## config.mk

```make
export PLATFORM = sky130hd
export DESIGN_NAME = draw_scheduler
export DESIGN_NICKNAME = d
export VERILOG_FILES = /design/src/rtl/draw_scheduler.sv
export SDC_FILE = /design/constraint.sdc
export NUM_CORES = 1
export LEC_CHECK = 0
export CAP_MARGIN = 25
export CORE_MARGIN = 2
export CORE_UTILIZATION = 47
export CTS_BUF_LIST = sky130_fd_sc_hd__clkbuf_8 sky130_fd_sc_hd__clkbuf_16
export CTS_CLUSTER_DIAMETER = 120
export CTS_CLUSTER_SIZE = 30
export DETAILED_ROUTE_END_ITERATION = 8
export PLACE_DENSITY = 0.81
export SLEW_MARGIN = 25
export SYNTH_ARGS = -nofsm -noshare
export SYNTH_HDL_FRONTEND = slang
export SYNTH_SLANG_ARGS = --single-unit
export TNS_END_PERCENT = 100
```

## constraint.sdc

```tcl
create_clock -name clk -period 3.02 [get_ports clk]
set_clock_uncertainty 0.05 [all_clocks]
set_input_delay 0.604 -clock clk [delete_from_list [all_inputs] [get_ports clk]]
set_output_delay 0.604 -clock clk [all_outputs]
set_load 0.01 [all_outputs]
```

## src/rtl/draw_scheduler.sv

```systemverilog
// Sequences draw sources 0..SOURCE_COUNT-1 onto a shared bus and forwards their opaque pixels to the framebuffer.
// Latency: grant outputs are registered from the next state; framebuffer write appears one cycle after the bus pixel.
// Backpressure: none on the framebuffer; a source holds its grant while write_active=1, bounded by a per-source cycle budget.
module draw_scheduler #(
  parameter int SOURCE_COUNT      = 4,
  parameter int SOURCE_SEL_ADDRW  = 3,
  parameter int SEL_W             = SOURCE_SEL_ADDRW,
  parameter int TIMEOUT_CYCLES    = 4096,
  parameter int COLOR_DEPTH       = 8,
  parameter int DRAW_WIDTH_ADDRW  = 10,
  parameter int DRAW_HEIGHT_ADDRW = 9
) (
  input  logic                         clk,
  input  logic                         resetN,
  input  logic                         frame_start,
  input  logic [SOURCE_COUNT-1:0]      source_enable,
  output logic [SEL_W-1:0]             write_source_sel,
  output logic                         write_awaited,
  input  logic                         write_active,
  input  logic                         write_transparent,
  input  logic [COLOR_DEPTH-1:0]       write_color_data,
  input  logic [DRAW_WIDTH_ADDRW-1:0]  write_x_addr,
  input  logic [DRAW_HEIGHT_ADDRW-1:0] write_y_addr,
  output logic                         fb_we,
  output logic [DRAW_WIDTH_ADDRW-1:0]  fb_x,
  output logic [DRAW_HEIGHT_ADDRW-1:0] fb_y,
  output logic [COLOR_DEPTH-1:0]       fb_data,
  output logic                         frame_done,
  output logic                         busy,
  output logic                         timeout_err,
  output logic                         frame_overrun
);

  localparam int IDX_W = (SOURCE_COUNT > 1) ? $clog2(SOURCE_COUNT) : 1;
  localparam int CNT_W = $clog2(TIMEOUT_CYCLES + 1);

  localparam logic [SEL_W-1:0] IDLE_SEL  = '1;
  localparam logic [IDX_W-1:0] LAST_IDX  = IDX_W'(SOURCE_COUNT - 1);
  localparam logic [CNT_W-1:0] CNT_LIMIT = CNT_W'(TIMEOUT_CYCLES);

  localparam logic [2:0] S_IDLE   = 3'd0;
  localparam logic [2:0] S_SELECT = 3'd1;
  localparam logic [2:0] S_AWAIT  = 3'd2;
  localparam logic [2:0] S_DRAW   = 3'd3;
  localparam logic [2:0] S_NEXT   = 3'd4;
  localparam logic [2:0] S_DONE   = 3'd5;

  logic [2:0]                   state_q, state_d;
  logic [IDX_W-1:0]             idx_q, idx_d;
  logic [CNT_W-1:0]             cnt_q, cnt_d;
  logic [SEL_W-1:0]             sel_q, sel_d;
  logic                         awaited_q, awaited_d;
  logic                         fb_we_q, fb_we_d;
  logic [DRAW_WIDTH_ADDRW-1:0]  fb_x_q, fb_x_d;
  logic [DRAW_HEIGHT_ADDRW-1:0] fb_y_q, fb_y_d;
  logic [COLOR_DEPTH-1:0]       fb_data_q, fb_data_d;
  logic                         done_q, done_d;
  logic                         busy_q, busy_d;
  logic                         terr_q, terr_d;
  logic                         ovr_q, ovr_d;

  logic bus_en, bus_act, bus_opaque, budget_hit;

  // Next-state, budget, pixel-forwarding and status logic; bus inputs only count while a source is granted.
  always_comb begin
    state_d   = state_q;
    idx_d     = idx_q;
    cnt_d     = cnt_q;
    fb_we_d   = 1'b0;
    fb_x_d    = fb_x_q;
    fb_y_d    = fb_y_q;
    fb_data_d = fb_data_q;
    terr_d    = terr_q;
    ovr_d     = ovr_q;

    bus_en     = (state_q == S_AWAIT) || (state_q == S_DRAW);
    bus_act    = bus_en && (write_active == 1'b1);
    bus_opaque = bus_act && (write_transparent == 1'b0);
    // Fires on the TIMEOUT_CYCLES-th granted cycle, so the grant never outlives the budget.
    budget_hit = bus_en && ((cnt_q + CNT_W'(1)) == CNT_LIMIT);

    if (bus_en) begin
      cnt_d = cnt_q + CNT_W'(1);
    end

    // The activating AWAIT cycle and the budget-expiry cycle still carry a valid pixel.
    if (bus_opaque) begin
      fb_we_d   = 1'b1;
      fb_x_d    = write_x_addr;
      fb_y_d    = write_y_addr;
      fb_data_d = write_color_data;
    end

    // A frame request is only honoured from IDLE; anything else is dropped and flagged.
    if (frame_start && (state_q != S_IDLE)) begin
      ovr_d = 1'b1;
    end

    case (state_q)
      S_IDLE: begin
        if (frame_start) begin
          idx_d   = '0;
          state_d = S_SELECT;
        end
      end
      S_SELECT: begin
        cnt_d   = '0;
        state_d = source_enable[idx_q] ? S_AWAIT : S_NEXT;
      end
      S_AWAIT: begin
        if (budget_hit) begin
          terr_d  = 1'b1;
          state_d = S_NEXT;
        end else if (bus_act) begin
          state_d = S_DRAW;
        end
      end
      S_DRAW: begin
        if (budget_hit) begin
          terr_d  = 1'b1;
          state_d = S_NEXT;
        end else if (!bus_act) begin
          state_d = S_NEXT;
        end
      end
      S_NEXT: begin
        if (idx_q == LAST_IDX) begin
          state_d = S_DONE;
        end else begin
          idx_d   = idx_q + IDX_W'(1);
          state_d = S_SELECT;
        end
      end
      S_DONE: begin
        state_d = S_IDLE;
      end
      default: begin
        state_d = S_IDLE;
      end
    endcase

    // Outputs are decoded from the next state so the registered copies track the state exactly.
    sel_d     = ((state_d == S_IDLE) || (state_d == S_DONE)) ? IDLE_SEL : SEL_W'(idx_d);
    awaited_d = (state_d == S_AWAIT) || (state_d == S_DRAW);
    busy_d    = (state_d != S_IDLE);
    done_d    = (state_d == S_DONE);
  end

  // State and registered outputs; reset drops the grant immediately and clears the sticky flags.
  always_ff @(posedge clk or negedge resetN) begin
    if (!resetN) begin
      state_q   <= S_IDLE;
      idx_q     <= '0;
      cnt_q     <= '0;
      sel_q     <= IDLE_SEL;
      awaited_q <= 1'b0;
      fb_we_q   <= 1'b0;
      fb_x_q    <= '0;
      fb_y_q    <= '0;
      fb_data_q <= '0;
      done_q    <= 1'b0;
      busy_q    <= 1'b0;
      terr_q    <= 1'b0;
      ovr_q     <= 1'b0;
    end else begin
      state_q   <= state_d;
      idx_q     <= idx_d;
      cnt_q     <= cnt_d;
      sel_q     <= sel_d;
      awaited_q <= awaited_d;
      fb_we_q   <= fb_we_d;
      fb_x_q    <= fb_x_d;
      fb_y_q    <= fb_y_d;
      fb_data_q <= fb_data_d;
      done_q    <= done_d;
      busy_q    <= busy_d;
      terr_q    <= terr_d;
      ovr_q     <= ovr_d;
    end
  end

  assign write_source_sel = sel_q;
  assign write_awaited    = awaited_q;
  assign fb_we            = fb_we_q;
  assign fb_x             = fb_x_q;
  assign fb_y             = fb_y_q;
  assign fb_data          = fb_data_q;
  assign frame_done       = done_q;
  assign busy             = busy_q;
  assign timeout_err      = terr_q;
  assign frame_overrun    = ovr_q;

endmodule
```

== Yosys cells after proc, flatten, opt, wreduce, memory -nomap -nowiden ==
Index checks and enable logic that the tools add are counted.

* Register bits: 54
* Input port bits: 36
* Output and inout bits: 36
* Logic and storage cells: 57

* Add/sub/neg operators: 2
* Order comparisons: 1
* Equal/unequal tests: 9
* Muxes and demuxes: 17
* Bitwise gates (word level): 1
* Reduce and logical (&&, ||, !) cells: 14

{| class="wikitable"
|+ Operator list
! operator !! count
|-
| two-way mux 13 bit || 2
|-
| two-way mux 3 bit || 8
|-
| case mux 3 bit (5 select lines) || 1
|-
| adder 13 x 1 -> 13 bit, second input constant || 1
|-
| == test 13 bit, second input constant || 1
|-
| == test 3 x 2 -> 1 bit, second input constant || 4
|-
| == test 3 bit, second input constant || 2
|-
| zero test 3 bit || 2
|-
| nonzero test 3 bit || 2
|-
| logical AND 1 bit || 4
|-
| two-way mux 2 bit || 2
|-
| case mux 2 bit (2 select lines) || 1
|-
| == test 3 x 1 -> 1 bit, second input constant || 1
|-
| logical OR 1 bit || 3
|-
| < comparator 2 x 3 -> 1 bit, second input constant || 1
|-
| adder 2 x 1 -> 2 bit, second input constant || 1
|-
| binary-select mux 1 bit (select 2 bit) || 1
|-
| == test 2 bit, second input constant || 1
|-
| two-way mux 1 bit || 2
|-
| AND reduction 2 bit || 1
|-
| nonzero test 2 bit || 1
|-
| OR reduction 2 bit || 1
|-
| inverter 1 bit || 1
|}

== Longest topological paths before layout ==
* Depth in word-level cells: 9
* Gate-level depth with buffers: 6
* Depth with buffers taken out: 6

== Least setup slack after synthesis ==
Ideal clock, no wire load.

* Path kind: register to register
* Start point: register cnt_q[0]
* End point: register state_q[1]
* Setup time: 0.120 ns
* Data arrival time: 2.104 ns
* Required time: 2.850 ns
* Slack: 0.747 ns
* Cell stages (with the launch flop): 7
* Buffers on the path: 0
* Clock period less this slack: 2.273 ns
* Cells stage by stage: dfrtp_1 -> ha_1 -> nand4_4 -> or4_4 -> a311oi_2 -> o2111ai_2 -> a31o_1

* Longest elaborated chain between the ends: 5
* Elaborated cells between the ends (all ways): 6
* Those cells by class: 1 x add/sub; 1 x eq/ne; 3 x mux; 1 x reduce/logical

{| class="wikitable"
|+ RTL lines
! what !! RTL line !! source
|-
| start: declaration || 50 || <nowiki>logic [CNT_W-1:0] cnt_q, cnt_d;</nowiki>
|-
| start signal: assignment || 168 || <nowiki>cnt_q <= cnt_d;</nowiki>
|-
| adder 13 x 1 -> 13 bit (*) || 80 || <nowiki>budget_hit = bus_en && ((cnt_q + CNT_W'(1)) == CNT_LIMIT);</nowiki>
|-
| == test 13 bit (*) || 80 ||
|-
| logical AND 1 bit (*) || 80 ||
|-
| two-way mux 3 bit (on tied branches) || 119, 111 ||
|-
| case mux 3 bit (5 select lines) (*) || 99 || <nowiki>case (state_q)</nowiki>
|-
| named net state_d[1] || 48 || <nowiki>logic [2:0] state_q, state_d;</nowiki>
|-
| end signal: assignment || 166 || <nowiki>state_q <= state_d;</nowiki>
|-
| end: declaration || 48 ||
|}

The timed path passes the listed nets; every way through them passes the cells marked *.
A chain may end at the register's enable or synchronous reset.

== Worst setup path in the final report ==
* Start point: register cnt_q[0]
* End point: register awaited_q (netlist: write_awaited)

* Longest elaborated chain between the ends: 7
* Elaborated cells between the ends (all ways): 9
* Those cells by class: 1 x add/sub; 3 x eq/ne; 3 x mux; 2 x reduce/logical

{| class="wikitable"
|+ RTL lines
! what !! RTL line !! source
|-
| adder 13 x 1 -> 13 bit (*) || 80 ||
|-
| == test 13 bit (*) || 80 ||
|-
| logical AND 1 bit (*) || 80 ||
|-
| two-way mux 3 bit (on tied branches) || 119, 111 ||
|-
| case mux 3 bit (5 select lines) (*) || 99 ||
|-
| == test 3 x 2 -> 1 bit || 144 || <nowiki>awaited_d = (state_d == S_AWAIT) || (state_d == S_DRAW);</nowiki>
|-
| logical OR 1 bit (*) || 144 ||
|-
| named net awaited_d || 52 || <nowiki>logic awaited_q, awaited_d;</nowiki>
|-
| end signal: assignment || 170 || <nowiki>awaited_q <= awaited_d;</nowiki>
|-
| end: declaration || 52 ||
|}

Marked as above.

==> metrics.md <==
| Metric | Value |
|---|---|
| Outcome | `complete, no violations` |
| Crit-path cells | `ha_1 > nand4_4 > or4_4 > a311oi_2 > o2111ai_2 > a31o_1` |
| Post_cts resized | `0` |
| First-pass GRT wire length | `10,100 um` |
| Pin count of the biggest net entering global routing | `37` |
| Slew Viols, Final | `0` |
| Number of I/O pins | `72` |
| Setup TNS | `0 ns` |
| Async S/R FF share, synth | `1.00` |
| Most frequent cells in the layout | `70 x clkdlybuf4s50_1, 51 x dfrtp_1, 28 x mux2_2, 24 x o21ai_0, 17 x nand2_1` |
| Post-route cell area | `3340 sq um` |
| Antenna viol nets, final | `0` |
| Prevailing post-synth register cell | `dfrtp_1` |
| Period minus WS final | `2.45 ns` |
| Cells after Synth | `215` |
| Slowest-stage cell, CP | `or4_4` |
| Total GRT Usage | `0.218` |
| DRC viols | `0` |
| RSZ-0062 raised after global routing | `no` |
| Period utilisation layout | `0.811` |
| Commonest non-fill, non-tap cell in the layout | `clkdlybuf4s50_1` |
| Worst-path clk slew | `0.10 ns` |
| Core area | `5070 sq um` |
| Synth Register Bits | `54` |
| Final setup violation count | `0` |
| Yosys cell types | `40` |
| Slew headroom | `0.424` |
| Vias in the first global route | `1,959` |
| Via Count | `1,974` |
| CTS Buf Count | `5` |
| DP Worst Slack | `0.560 ns` |
| DR WL/cell | `16.7 um` |
| Die footprint | `5820 sq um` |
| Met3 track demand over resource | `0.0509` |
| Chip height | `76.3 um` |
| Worst setup SP type | `register` |
| Measured slew at the worst slew-check pin | `0.862 ns` |
| Drt first-iter violations | `68` |
| CTS H-tree depth | `2` |
| RR Startpoint | `cnt_q[0]$_DFFE_PN0P_` |
| Final worst setup slack | `0.571 ns` |
| Setup CP Type | `reg -> reg` |
| Drt pass-1 iters | `4` |
| N_diodes | `0` |
| Busiest metal layer after global routing | `met2` |
| Met1 Track Usage GR | `0.316` |
| GP Congestion | `0.946` |
| Reg2reg setup slack | `0.57 ns` |
| Clock tree from TritonCTS | `yes` |
| EDFF count, synth | `0` |
| Worst setup path endpoint | `write_awaited$_DFF_PN0_` |
| Max Root-Sink Buffers | `2` |
| CP Max Fanout | `7` |
| Peak VDD IR | `0.376 mV` |
| Initial core utilization | `0.484` |
| Critical Path AT | `2.60 ns` |
| Die Wd | `76.3 um` |
| Sequential fraction of the synthesis area | `0.552` |
| CTS hold repair buffers | `0` |
| CP Capture Type | `register` |
| R2R Path End | `write_awaited$_DFF_PN0_` |
| Crit. Startpoint | `cnt_q[0]$_DFFE_PN0P_` |
| Pwr dens | `842 nW/um^2` |
| Syn avg cell area | `11.4 sq um` |
| FF-to-FF path depth | `6` |
| Layout cell share with drive strength beyond 1 | `0.182` |
| Worst path depth | `6` |
| Worst path bufs/invs | `0` |
| Leakage | `1.36 nW` |
| Syn Nets | `252` |
| # nets final | `321` |
| Mapped cell area | `2460 sq um` |
| Critical Path RT | `3.17 ns` |
| Site row count | `26` |
| CTS Sinks | `54` |
| Max-cap violations | `0` |
| Port bufs | `71` |
| Initial antenna violation count | `0` |
| Worst-Skew Late Latency | `0.30 ns` |
| Postcts setup bufs | `0` |
| Slowest stage delay, CP | `0.55 ns` |
| CTS root buf | `clkbuf_8` |
| Syn. warnings | `0` |
| DR vias/cell | `5.56` |
| Final Hold Vio Count | `0` |
| Class of the worst hold path | `in -> async` |
| Placed Instance Area | `3220 sq um` |
| Wirelength, routed | `5940 um` |
| Max frequency | `408 MHz` |
| Layout area overhead | `35.9%` |
| Gr ovfl total | `0` |
| Grt met2 use | `0.335` |
| Crit-path leading delay family | `compound AO/OA/AOI/OAI gates` |
| DP Wirelength | `4350 um` |
## logic make-up (layout without fill, tap and decap cells)
group	Yosys count	count (layout)	synth area share
simple gates	63	63	0.138
fa+ha+maj	1	1	0.00509
mux	29	29	0.138
buf+inv	16	86	0.0275
xor+xnor	2	2	0.00713
compound gates	50	50	0.133
flops	54	54	0.552
## synthesized netlist by cell type, drive strengths merged, types with 4 or more instances
cell    instances  area share
nand4           7       0.024
o41ai           4       0.014
nand2          17       0.026
o21ai          24       0.049
clkbuf          5      0.0076
nor2           13       0.020
dfrtp          51        0.52
nand2b          6       0.015
buf             7       0.014
mux2           28        0.13
nand3           5       0.010
a21oi           6       0.012
inv             4      0.0061
## worst reg2reg max path, delay by kind of cell (launching register included)
family | cells | cell delay [ns]
AO/OA/AOI/OAI | 3 | 0.79
adder cells (fa/ha/maj) | 1 | 0.34
flip-flops | 1 | 0.45
AND/OR/NAND/NOR | 2 | 0.71
## per-stage QoR
step	util	hold slack (ns)	power [W]	instances
floorplan	-	0.258	0.00172	215
global placement	0.635	0.402	0.00228	347
detailed placement	0.635	0.407	0.00235	347
CTS	0.658	0.346	0.00283	355
global route	0.658	0.379	0.00299	355
finish	0.658	0.331	0.00281	355
## how the worst min path moves through the flow
stage / start / to / cells after the start
6_report: resetN / fb_data[0]$_DFFE_PN0P_ / 1
3_5_place_dp: frame_overrun$_DFFE_PN0P_ / frame_overrun$_DFFE_PN0P_ / 1
5_1_grt: resetN / fb_data[0]$_DFFE_PN0P_ / 1
2_1_floorplan: resetN / busy$_DFF_PN0_ / 0
4_1_cts: resetN / fb_data[0]$_DFFE_PN0P_ / 1
3_3_place_gp: frame_overrun$_DFFE_PN0P_ / frame_overrun$_DFFE_PN0P_ / 1
## report_power, final
group / total, W / internal, W / switching (W)
registers: 0.00115 / 0.000986 / 0.000164
clock network: 0.000489 / 0.000249 / 0.000240
logic: 0.00117 / 0.000664 / 0.000507
total: 0.00281 / 0.00190 / 0.000912
## flip-flops by register name, summed over array words and instances, names as in the netlist
register          cells
fb_data               8
state_q               3
write_source_sel      3
write_awaited         1
frame_done            1
busy                  1
timeout_err           1
frame_overrun         1
cnt_q                13
idx_q                 2
fb_x                 10
fb_we                 1
fb_y                  9
## per-layer routing
metal	share of wire	vias to the layer above
met2	0.47	87
met5	0	-
met1	0.46	958
li1	-	927
met3	0.062	2
met4	0.0049	0
## area by class of cell
cell class,instances,area [sq um]
Multi-Input combinational cell,145,1040
Sequential cell,54,1360
Clock buffer,5,68.8
Inverter,4,15.0
Fill cell,393,1740
Clock inverter,3,43.8
Timing Repair Buffer,74,728
Tap cell,70,87.6
(Power assumes the default switching activity.)
